**config.mk**
```make
export PLATFORM = sky130hd
export DESIGN_NAME = mips_mc
export DESIGN_NICKNAME = d
export VERILOG_FILES = /design/src/rtl/mips_mc_pkg.sv /design/src/rtl/mips_mc_rf.sv /design/src/rtl/mips_mc.sv
export SDC_FILE = /design/constraint.sdc
export NUM_CORES = 2
export LEC_CHECK = 0
export ABC_CLOCK_PERIOD_IN_PS = 7800
export BUFFER_PORTS_ARGS = -buffer_cell sky130_fd_sc_hd__buf_2
export CAP_MARGIN = 20
export CORE_MARGIN = 1.5
export CORE_UTILIZATION = 50
export CTS_BUF_LIST = sky130_fd_sc_hd__clkbuf_16
export CTS_CLUSTER_DIAMETER = 150
export DETAILED_ROUTE_END_ITERATION = 6
export GPL_ROUTABILITY_DRIVEN = 0
export PLACE_DENSITY = 0.66
export SYNTH_ARGS = -nofsm -noshare
export SYNTH_HDL_FRONTEND = slang
export SYNTH_SLANG_ARGS = --single-unit
```
**constraint.sdc**
```tcl
create_clock -name clk -period 7.8 [get_ports clk]
set_input_delay 1.17 -clock clk [delete_from_list [all_inputs] [get_ports clk]]
set_output_delay 1.17 -clock clk [all_outputs]
set_load 0.005 [all_outputs]
```
**src/rtl/mips_mc_pkg.sv**
```systemverilog
// Shared encodings, FSM state and ALU operation types for the multi-cycle MIPS core.
package mips_mc_pkg;

  localparam logic [31:0] DEFAULT_RESET_PC = 32'h0000_3000;

  localparam logic [5:0] OP_RTYPE = 6'h00;
  localparam logic [5:0] OP_JAL   = 6'h03;
  localparam logic [5:0] OP_BEQ   = 6'h04;
  localparam logic [5:0] OP_ORI   = 6'h0D;
  localparam logic [5:0] OP_LUI   = 6'h0F;
  localparam logic [5:0] OP_LW    = 6'h23;
  localparam logic [5:0] OP_SW    = 6'h2B;

  localparam logic [5:0] FN_SLL   = 6'h00;
  localparam logic [5:0] FN_JR    = 6'h08;
  localparam logic [5:0] FN_ADDU  = 6'h21;
  localparam logic [5:0] FN_SUBU  = 6'h23;

  typedef enum logic [2:0] {FETCH, DECODE, EXEC, MEM, WB} state_e;
  typedef enum logic [2:0] {ADD, SUB, OR, LUI, PASS} alu_op_e;
  typedef enum logic [3:0] {
    I_RTYPE, I_ORI, I_LUI, I_LW, I_SW, I_BEQ, I_JAL, I_JR, I_NOP
  } instr_e;

  // Anything not in the supported subset classifies as I_NOP and retires after DECODE.
  function automatic instr_e classify(input logic [5:0] op, input logic [5:0] funct);
    instr_e k;
    k = I_NOP;
    case (op)
      OP_RTYPE: begin
        if (funct == FN_ADDU || funct == FN_SUBU || funct == FN_SLL) k = I_RTYPE;
        else if (funct == FN_JR) k = I_JR;
      end
      OP_ORI:  k = I_ORI;
      OP_LUI:  k = I_LUI;
      OP_LW:   k = I_LW;
      OP_SW:   k = I_SW;
      OP_BEQ:  k = I_BEQ;
      OP_JAL:  k = I_JAL;
      default: k = I_NOP;
    endcase
    return k;
  endfunction

endpackage

```
**src/rtl/mips_mc_rf.sv**
```systemverilog
// 32x32 register file: two asynchronous read ports, one write port, $0 reads as zero.
module mips_mc_rf (
  input  logic        clk,
  input  logic        reset,
  input  logic        we,
  input  logic [4:0]  waddr,
  input  logic [31:0] wdata,
  input  logic [4:0]  raddr1,
  input  logic [4:0]  raddr2,
  output logic [31:0] rdata1,
  output logic [31:0] rdata2
);

  logic [31:0] regs [32];

  // NOTE: this array is cleared by reset, so it maps to flops rather than a RAM macro.
  always_ff @(posedge clk or negedge reset) begin
    if (!reset) begin
      for (int i = 0; i < 32; i++) regs[i] <= '0;
    end else if (we && waddr != 5'd0) begin
      regs[waddr] <= wdata;
    end
  end

  assign rdata1 = (raddr1 == 5'd0) ? '0 : regs[raddr1];
  assign rdata2 = (raddr2 == 5'd0) ? '0 : regs[raddr2];

endmodule

```
**src/rtl/mips_mc.sv**
```systemverilog
// Multi-cycle MIPS core: FETCH/DECODE/EXEC/MEM/WB over one shared memory port with ready handshake.
module mips_mc #(
  parameter logic [31:0] RESET_PC = mips_mc_pkg::DEFAULT_RESET_PC,
  parameter int          ADDR_W   = 32
) (
  input  logic              clk,
  input  logic              reset,
  output logic              mem_req,
  output logic              mem_we,
  output logic [ADDR_W-1:0] mem_addr,
  output logic [31:0]       mem_wdata,
  input  logic [31:0]       mem_rdata,
  input  logic              mem_ready,
  output logic [31:0]       pc,
  output logic              wb_en,
  output logic [4:0]        wb_reg,
  output logic [31:0]       wb_data,
  output logic [31:0]       wb_pc
);
  import mips_mc_pkg::*;

  state_e      state;
  instr_e      kind;
  alu_op_e     alu_op;
  logic [31:0] ir, a, b, alu_out, mdr, target, cur_pc;
  logic [31:0] sext_imm, zext_imm, opb, alu_res, wb_val;
  logic [31:0] rf_rdata1, rf_rdata2;
  logic [4:0]  dest;

  assign kind     = classify(ir[31:26], ir[5:0]);
  assign sext_imm = {{16{ir[15]}}, ir[15:0]};
  assign zext_imm = {16'h0000, ir[15:0]};

  // NOTE: every always_comb output gets a default first, so no path can infer a latch.
  always_comb begin
    alu_op = ADD;
    opb    = b;
    case (kind)
      I_RTYPE: begin
        if (ir[5:0] == FN_SUBU)      alu_op = SUB;
        else if (ir[5:0] == FN_ADDU) alu_op = ADD;
        else                         alu_op = PASS;
      end
      I_ORI:       begin alu_op = OR;  opb = zext_imm; end
      I_LUI:       begin alu_op = LUI; opb = zext_imm; end
      I_LW, I_SW:  opb = sext_imm;
      default:     ;
    endcase
  end

  always_comb begin
    case (alu_op)
      ADD:     alu_res = a + opb;
      SUB:     alu_res = a - opb;
      OR:      alu_res = a | opb;
      LUI:     alu_res = {opb[15:0], 16'h0000};
      default: alu_res = opb;
    endcase
  end

  always_comb begin
    dest = ir[20:16];
    if (kind == I_RTYPE)   dest = ir[15:11];
    else if (kind == I_JAL) dest = 5'd31;
  end

  assign wb_val = (kind == I_LW) ? mdr : alu_out;

  mips_mc_rf u_rf (
    .clk    (clk),
    .reset  (reset),
    .we     (wb_en),
    .waddr  (dest),
    .wdata  (wb_val),
    .raddr1 (ir[25:21]),
    .raddr2 (ir[20:16]),
    .rdata1 (rf_rdata1),
    .rdata2 (rf_rdata2)
  );

  // NOTE: sequential state uses non-blocking assignments so every register samples pre-edge values.
  always_ff @(posedge clk or negedge reset) begin
    if (!reset) begin
      state   <= FETCH;
      pc      <= RESET_PC;
      ir      <= '0;
      a       <= '0;
      b       <= '0;
      alu_out <= '0;
      mdr     <= '0;
      target  <= '0;
      cur_pc  <= '0;
    end else begin
      case (state)
        FETCH: if (mem_ready) begin
          ir     <= mem_rdata;
          cur_pc <= pc;
          pc     <= pc + 32'd4;
          state  <= DECODE;
        end
        DECODE: begin
          a      <= rf_rdata1;
          b      <= rf_rdata2;
          target <= pc + (sext_imm << 2);
          if (kind == I_NOP) state <= FETCH;
          else               state <= EXEC;
        end
        EXEC: begin
          state <= FETCH;
          case (kind)
            I_RTYPE, I_ORI, I_LUI: begin alu_out <= alu_res; state <= WB;  end
            I_LW, I_SW:            begin alu_out <= alu_res; state <= MEM; end
            I_BEQ: if (a == b) pc <= target;
            I_JR:  pc <= a;
            I_JAL: begin
              alu_out <= pc;
              pc      <= {pc[31:28], ir[25:0], 2'b00};
              state   <= WB;
            end
            default: ;
          endcase
        end
        MEM: if (mem_ready) begin
          if (kind == I_LW) begin
            mdr   <= mem_rdata;
            state <= WB;
          end else begin
            state <= FETCH;
          end
        end
        default: state <= FETCH;
      endcase
    end
  end

  // Port outputs decode registered state; gating with reset abandons an access immediately.
  assign mem_req   = reset && (state == FETCH || state == MEM);
  assign mem_we    = reset && (state == MEM) && (kind == I_SW);
  assign mem_wdata = mem_we ? b : '0;

  always_comb begin
    mem_addr = '0;
    if (mem_req)
      mem_addr = (state == MEM) ? {alu_out[ADDR_W-1:2], 2'b00} : {pc[ADDR_W-1:2], 2'b00};
  end

  assign wb_en   = (state == WB);
  assign wb_reg  = wb_en ? dest   : '0;
  assign wb_data = wb_en ? wb_val : '0;
  assign wb_pc   = wb_en ? cur_pc : '0;

endmodule

```
# Yosys cells after proc, flatten, opt, wreduce, memory -nomap -nowiden
# Cells that the tools add are included.
# totals
word_cells	152
output_inout_bits	168
register_bits	1283
# classes
magnitude_cmp	4
reduce_logical	28
add_sub_neg	4
bitwise_logic	4
n_mux	39
eq_ne	31
# op_table
op	n
$bwmux 1024	1
$mux 32	15
$bmux 32 s5	2
$pmux 32 s2	3
$demux 32 s5	1
$pmux 32 s4	1
$pmux 32 s3	1
$add 32x32->32	2
$add 32x3->32 const B	1
$eq 32x32->1	1
$or 32x32->32	1
$sub 32x32->32	1
$pmux 4 s7	1
$eq 6x6->1 const B	4
$eq 6x4->1 const B	3
$ge 6x6->1 const B	3
$not 5->6	3
$eq 4x3->1 const B	4
$mux 3	5
$mux 5	3
$eq 3x2->1 const B	4
$logic_not 6->1	2
$pmux 3 s4	1
$logic_not 5->1	2
29 further kinds	45

# Depth between registers and ports, before layout
# depth
depth_word	14
ltp_mapped	25

# Hierarchy
# From an unflattened synthesis, not the netlist that was laid out.
# hier_totals
hier_cells	5719
hier_area_um2	72240.5
# by_module_without_submodules
mod	cells_each	area_per_inst_um2	seq_area_each_um2	instances
mips_mc_rf	3487	53980.5	25624.6	1
mips_mc	2232	18260.0	6483.7	1

# Worst setup path before layout
# No wires, ideal clock.
# synth_timing
path_kind	reg-to-reg
startpoint	reg ir[30]
endpoint	reg alu_out[28]
setup_ns	0.120
n_path_buf	3
period_less_slack_ns	5.679
arrival_ns	5.558
path_slack_ns	2.121
path_stages_with_launch	24
path_cell_list	dfrtp_1 clkbuf_1 nand2b_1 nor4b_2 nor2_1 buf_2 buf_2 nor2_1 a21oi_1 ha_1 o221ai_1 nor4b_2 nor2_1 xor2_1 ha_1 and4_1 a211o_1 o22ai_1 o211ai_1 a2111oi_0 nor4_1 o211ai_1 or3b_2 o211a_1
# synth_via
elab_chain_len	8
word_cells_on_any_way	30
classes_between	2 x add/sub; 14 x eq/ne; 5 x mux; 1 x bitwise; 8 x reduce/logical
# synth_lines
element	line	text
from (decl)	mips_mc.sv:25	logic [31:0] ir, a, b, alu_out, mdr, target, cur_pc;
from (signal assigned)	mips_mc.sv:96	ir <= mem_rdata;
$eq 6x2->1 (tied with other cells)	mips_mc_pkg.sv:29	case (op)
$pmux 4 s7 *	mips_mc_pkg.sv:29	
$eq 4x2->1 (tied with other cells)	mips_mc.sv:38, mips_mc.sv:110	
$reduce_or 2->1 (on tied branches)	--	
$pmux 32 s2	mips_mc.sv:38	case (kind)
$sub 32x32->32 (tied with other cells)	mips_mc.sv:54	SUB: alu_res = a - opb;
$pmux 32 s4	mips_mc.sv:52	case (alu_op)
$pmux 32 s2	mips_mc.sv:110	case (kind)
to (signal assigned)	mips_mc.sv:116	alu_out <= pc;
to (decl)	mips_mc.sv:25	
# Mark *: on every way between the ends. The rest lies on a longest branch, timed or not.
# A chain may end at the register's enable or synchronous reset.

# Worst setup path in the final report
# layout_timing
startpoint	reg ir[27]
endpoint	reg alu_out[28]
# Same word-level chain as after synthesis.

==> results.yml <==
grt:
  antenna_found_initial: 2
  grt_pass1_wl_mm: 350.3
  grt_max_degree: 170
  grt_usage_pct: 33.13
  grt_pass1_vias: 53170
  grt.overflow.total: 0
floorplanning:
  fp.dieH_um: 377.3
  coreArea_um2: 139200
  row_count: 137
  start_util_pct: 50.32
  ios: 203
  die_w_um: 377.3
  die-area_um2: 142300
cts:
  cts_sinks: 1283
  cts_resized: 0
  numCtsBuffers: 140
  cts_max_level: 4
  clockBufferDepth: 3
  path_clk_slew_ps: 60
  cts_tree: "built"
  ctsHoldBuffers: 0
  clk_latency_ps: 810
  post_cts_buffers: 0
  root_buffer: "clkbuf_16"
drt:
  drt_drc_violations_left: 0
  via_per_inst: 6.523
  wirelength_mm: 234.7
  drt_first_iter_violations: 6563
  ant_nets: 0
  drt-pass1-iter-count: 7
  num_vias: 55000
  avgRoutedWirePerCell_um: 27.84
min_path:
  min_path_type: "input port to asynchronous set/reset pin"
setup_path:
  crit_end: "alu_out[28]"
  ff2ff_path_depth: 20
  worst-setup-path-type: "register to register"
  rr_startpoint: "ir[27]"
  setup.worst_path.start: "ir[27]"
  cp.arrival_ps: 6820
  cp.required_ps: 8480
  worstSetupStartpointType: "register"
  cp_max_fo: 9
  reg2reg_setup_slack_ps: 1660
  rr_endpoint: "alu_out[28]"
  cp-end-kind: "register"
yosys:
  yosysWarnings: 0
  netlist_area_um2: 70040
  synth_edf_count: 0
  synthDistinctLibCells: 88
  synthCells: 6588
  synth-seq-cells: 1283
  synth_area_leaders: "dfrtp_1, mux4_2, a21oi_1"
  synth_top_area_share_pct: 45.77
  ys_seq_area_share_pct: 45.85
  ys.flop_type: "dfrtp_1"
  avgSynthCellArea_um2: 10.63
  synthArstFlopShare_pct: 100.0
  synth_top_cell_by_area: "dfrtp_1"
sta:
  fin_crit_sh_pct: 78.72
  tns_ps: 0
  rsz0062_at_grt: "no"
  min_period_ps: 6140
  final-max-slew-violation-count: 0
  finalSetupViolCount: 0
  tightest_slew_ps: 1185
  max_clock_freq_mhz: 162.9
  finClkSkew_ps: 42.04
  hold_viol_final: 0
  max-slew-margin-rel_pct: 20.97
power_and_ir_drop:
  p_leak_uw: 0.03364
  switching_share_pct: 40.33
  p_sw_uw: 9396
  power_frac_clock_pct: 27.6
  power.density_nw_per_um2: 301.9
  pwr-share-comb_pct: 36.6
  ir_worst_vdd_mv: 0.3690
  power_uw: 23300
  power.internal_uw: 13900
  seqPwrFrac_pct: 35.8
place:
  dp_hpwl_mm: 146.9
  place.port_buffers: 200
finish:
  diodes: 0
  syn_to_final_growth_pct: 10.18
  final_nets: 6542
  final_common_cell: "dfrtp_1"
  drive_gt1_share_pct: 20.93
  fill_cells: 11840
  final_cell_mix: "dfrtp_1, nand2_1, a21oi_1"
job:
  cap_viol_max_count: 0
run_status:
  status: "finished clean"
==> Yosys cell counts (all sizes together), types with 34 or more instances <==
master / count
mux4: 524
nand2: 819
o22ai: 61
dfrtp: 1281
a21oi: 703
ha: 63
o21ai: 688
a211oi: 36
and3: 48
nor3: 36
nor2b: 34
xnor2: 69
nor2: 639
mux2i: 160
a221oi: 44
xor2: 35
mux2: 171
a22o: 41
nand3: 42
clkbuf: 437
buf: 211
and2: 40
==> area by class of cell <==
class / instances / area [um^2] / area share (%)
inverters: 28 / 105.1 / 0.1362
multi-input cells: 4630 / 35770 / 46.35
clock buffers: 143 / 3578 / 4.638
well taps: 1876 / 2347 / 3.042
flip-flops and latches: 1283 / 32140 / 41.66
repair buffers: 359 / 2425 / 3.142
clock inverters: 113 / 798.3 / 1.035
==> cell families after synthesis <==
kind of cell / count (synthesis) / share of synthesized area (%)
buffers and inverters: 676 / 3.916
other: 1 / 0.005354
flip-flops: 1283 / 45.85
XOR/XNOR: 104 / 1.301
multiplexers: 855 / 21.89
AND/OR/NAND/NOR: 1802 / 11.23
adder cells (fa/ha/maj): 65 / 1.183
AO/OA/AOI/OAI: 1802 / 14.63
==> layer usage <==
metal	track usage, %	wire [um]	vias up
li1	-	-	23750
met1	45.50	92560	27620
met2	50.24	106500	2986
met3	7.011	23330	639
met4	16.12	12350	2
met5	0	11	-
==> worst min path at each step <==
stage                            endpoint  slack (ps)  depth (start not counted)
after floorplan           u_rf.regs[1004]         440                          1
after global placement    u_rf.regs[1007]         380                          0
after detailed placement  u_rf.regs[1012]         380                          0
after CTS                  u_rf.regs[893]         300                          1
after global routing       u_rf.regs[893]         330                          1
final                      u_rf.regs[893]         300                          1
==> state kept, by name, indices dropped and copies added (netlist names) <==
signal,count
target,32
cur_pc,32
b,32
mdr,32
alu_out,32
state,3
pc,32
a,32
u_rf.regs,1024
ir,32
==> critical path, cell delays in order, from the launching register on <==
cell,delay (ps)
dfrtp_1,510
nand2_1,270
nor4b_2,650
nor2_4,80
mux2i_1,470
ha_1,320
o221ai_1,260
nor4b_2,450
nor2_1,100
xor2_1,160
ha_1,360
and4_1,250
a211o_1,250
o22ai_1,160
o211ai_1,160
a2111oi_0,520
buf_4,220
nor4_1,70
o211ai_1,170
or3b_2,450
o211a_1,140
==> per-stage QoR <==
stage / instances / hold WS (ps) / setup WS [ps] / instance area [um^2] / util [%]
3_5_place_dp: 8171 / 383.3 / 1885 / 72670 / 52.21
4_1_cts: 8427 / 295.9 / 1842 / 77050 / 55.35
6_report: 8432 / 302.3 / 1660 / 77160 / 55.44
3_3_place_gp: 8170 / 378.5 / 1971 / 72650 / 52.20
5_1_grt: 8432 / 334.7 / 1339 / 77160 / 55.44
2_1_floorplan: 6589 / 441.3 / 2121 / 70040 / -
==> power groups by stage <==
stage / combinational, uW / clock (uW) / sequential, uW
2_1_floorplan: 6070 / 0 / 7630
3_5_place_dp: 8310 / 0 / 8400
6_report: 8520 / 6440 / 8340
4_1_cts: 8340 / 6510 / 8280
3_3_place_gp: 8220 / 0 / 8380
5_1_grt: 9030 / 6790 / 8370
Power figures use the tool's default switching activity.
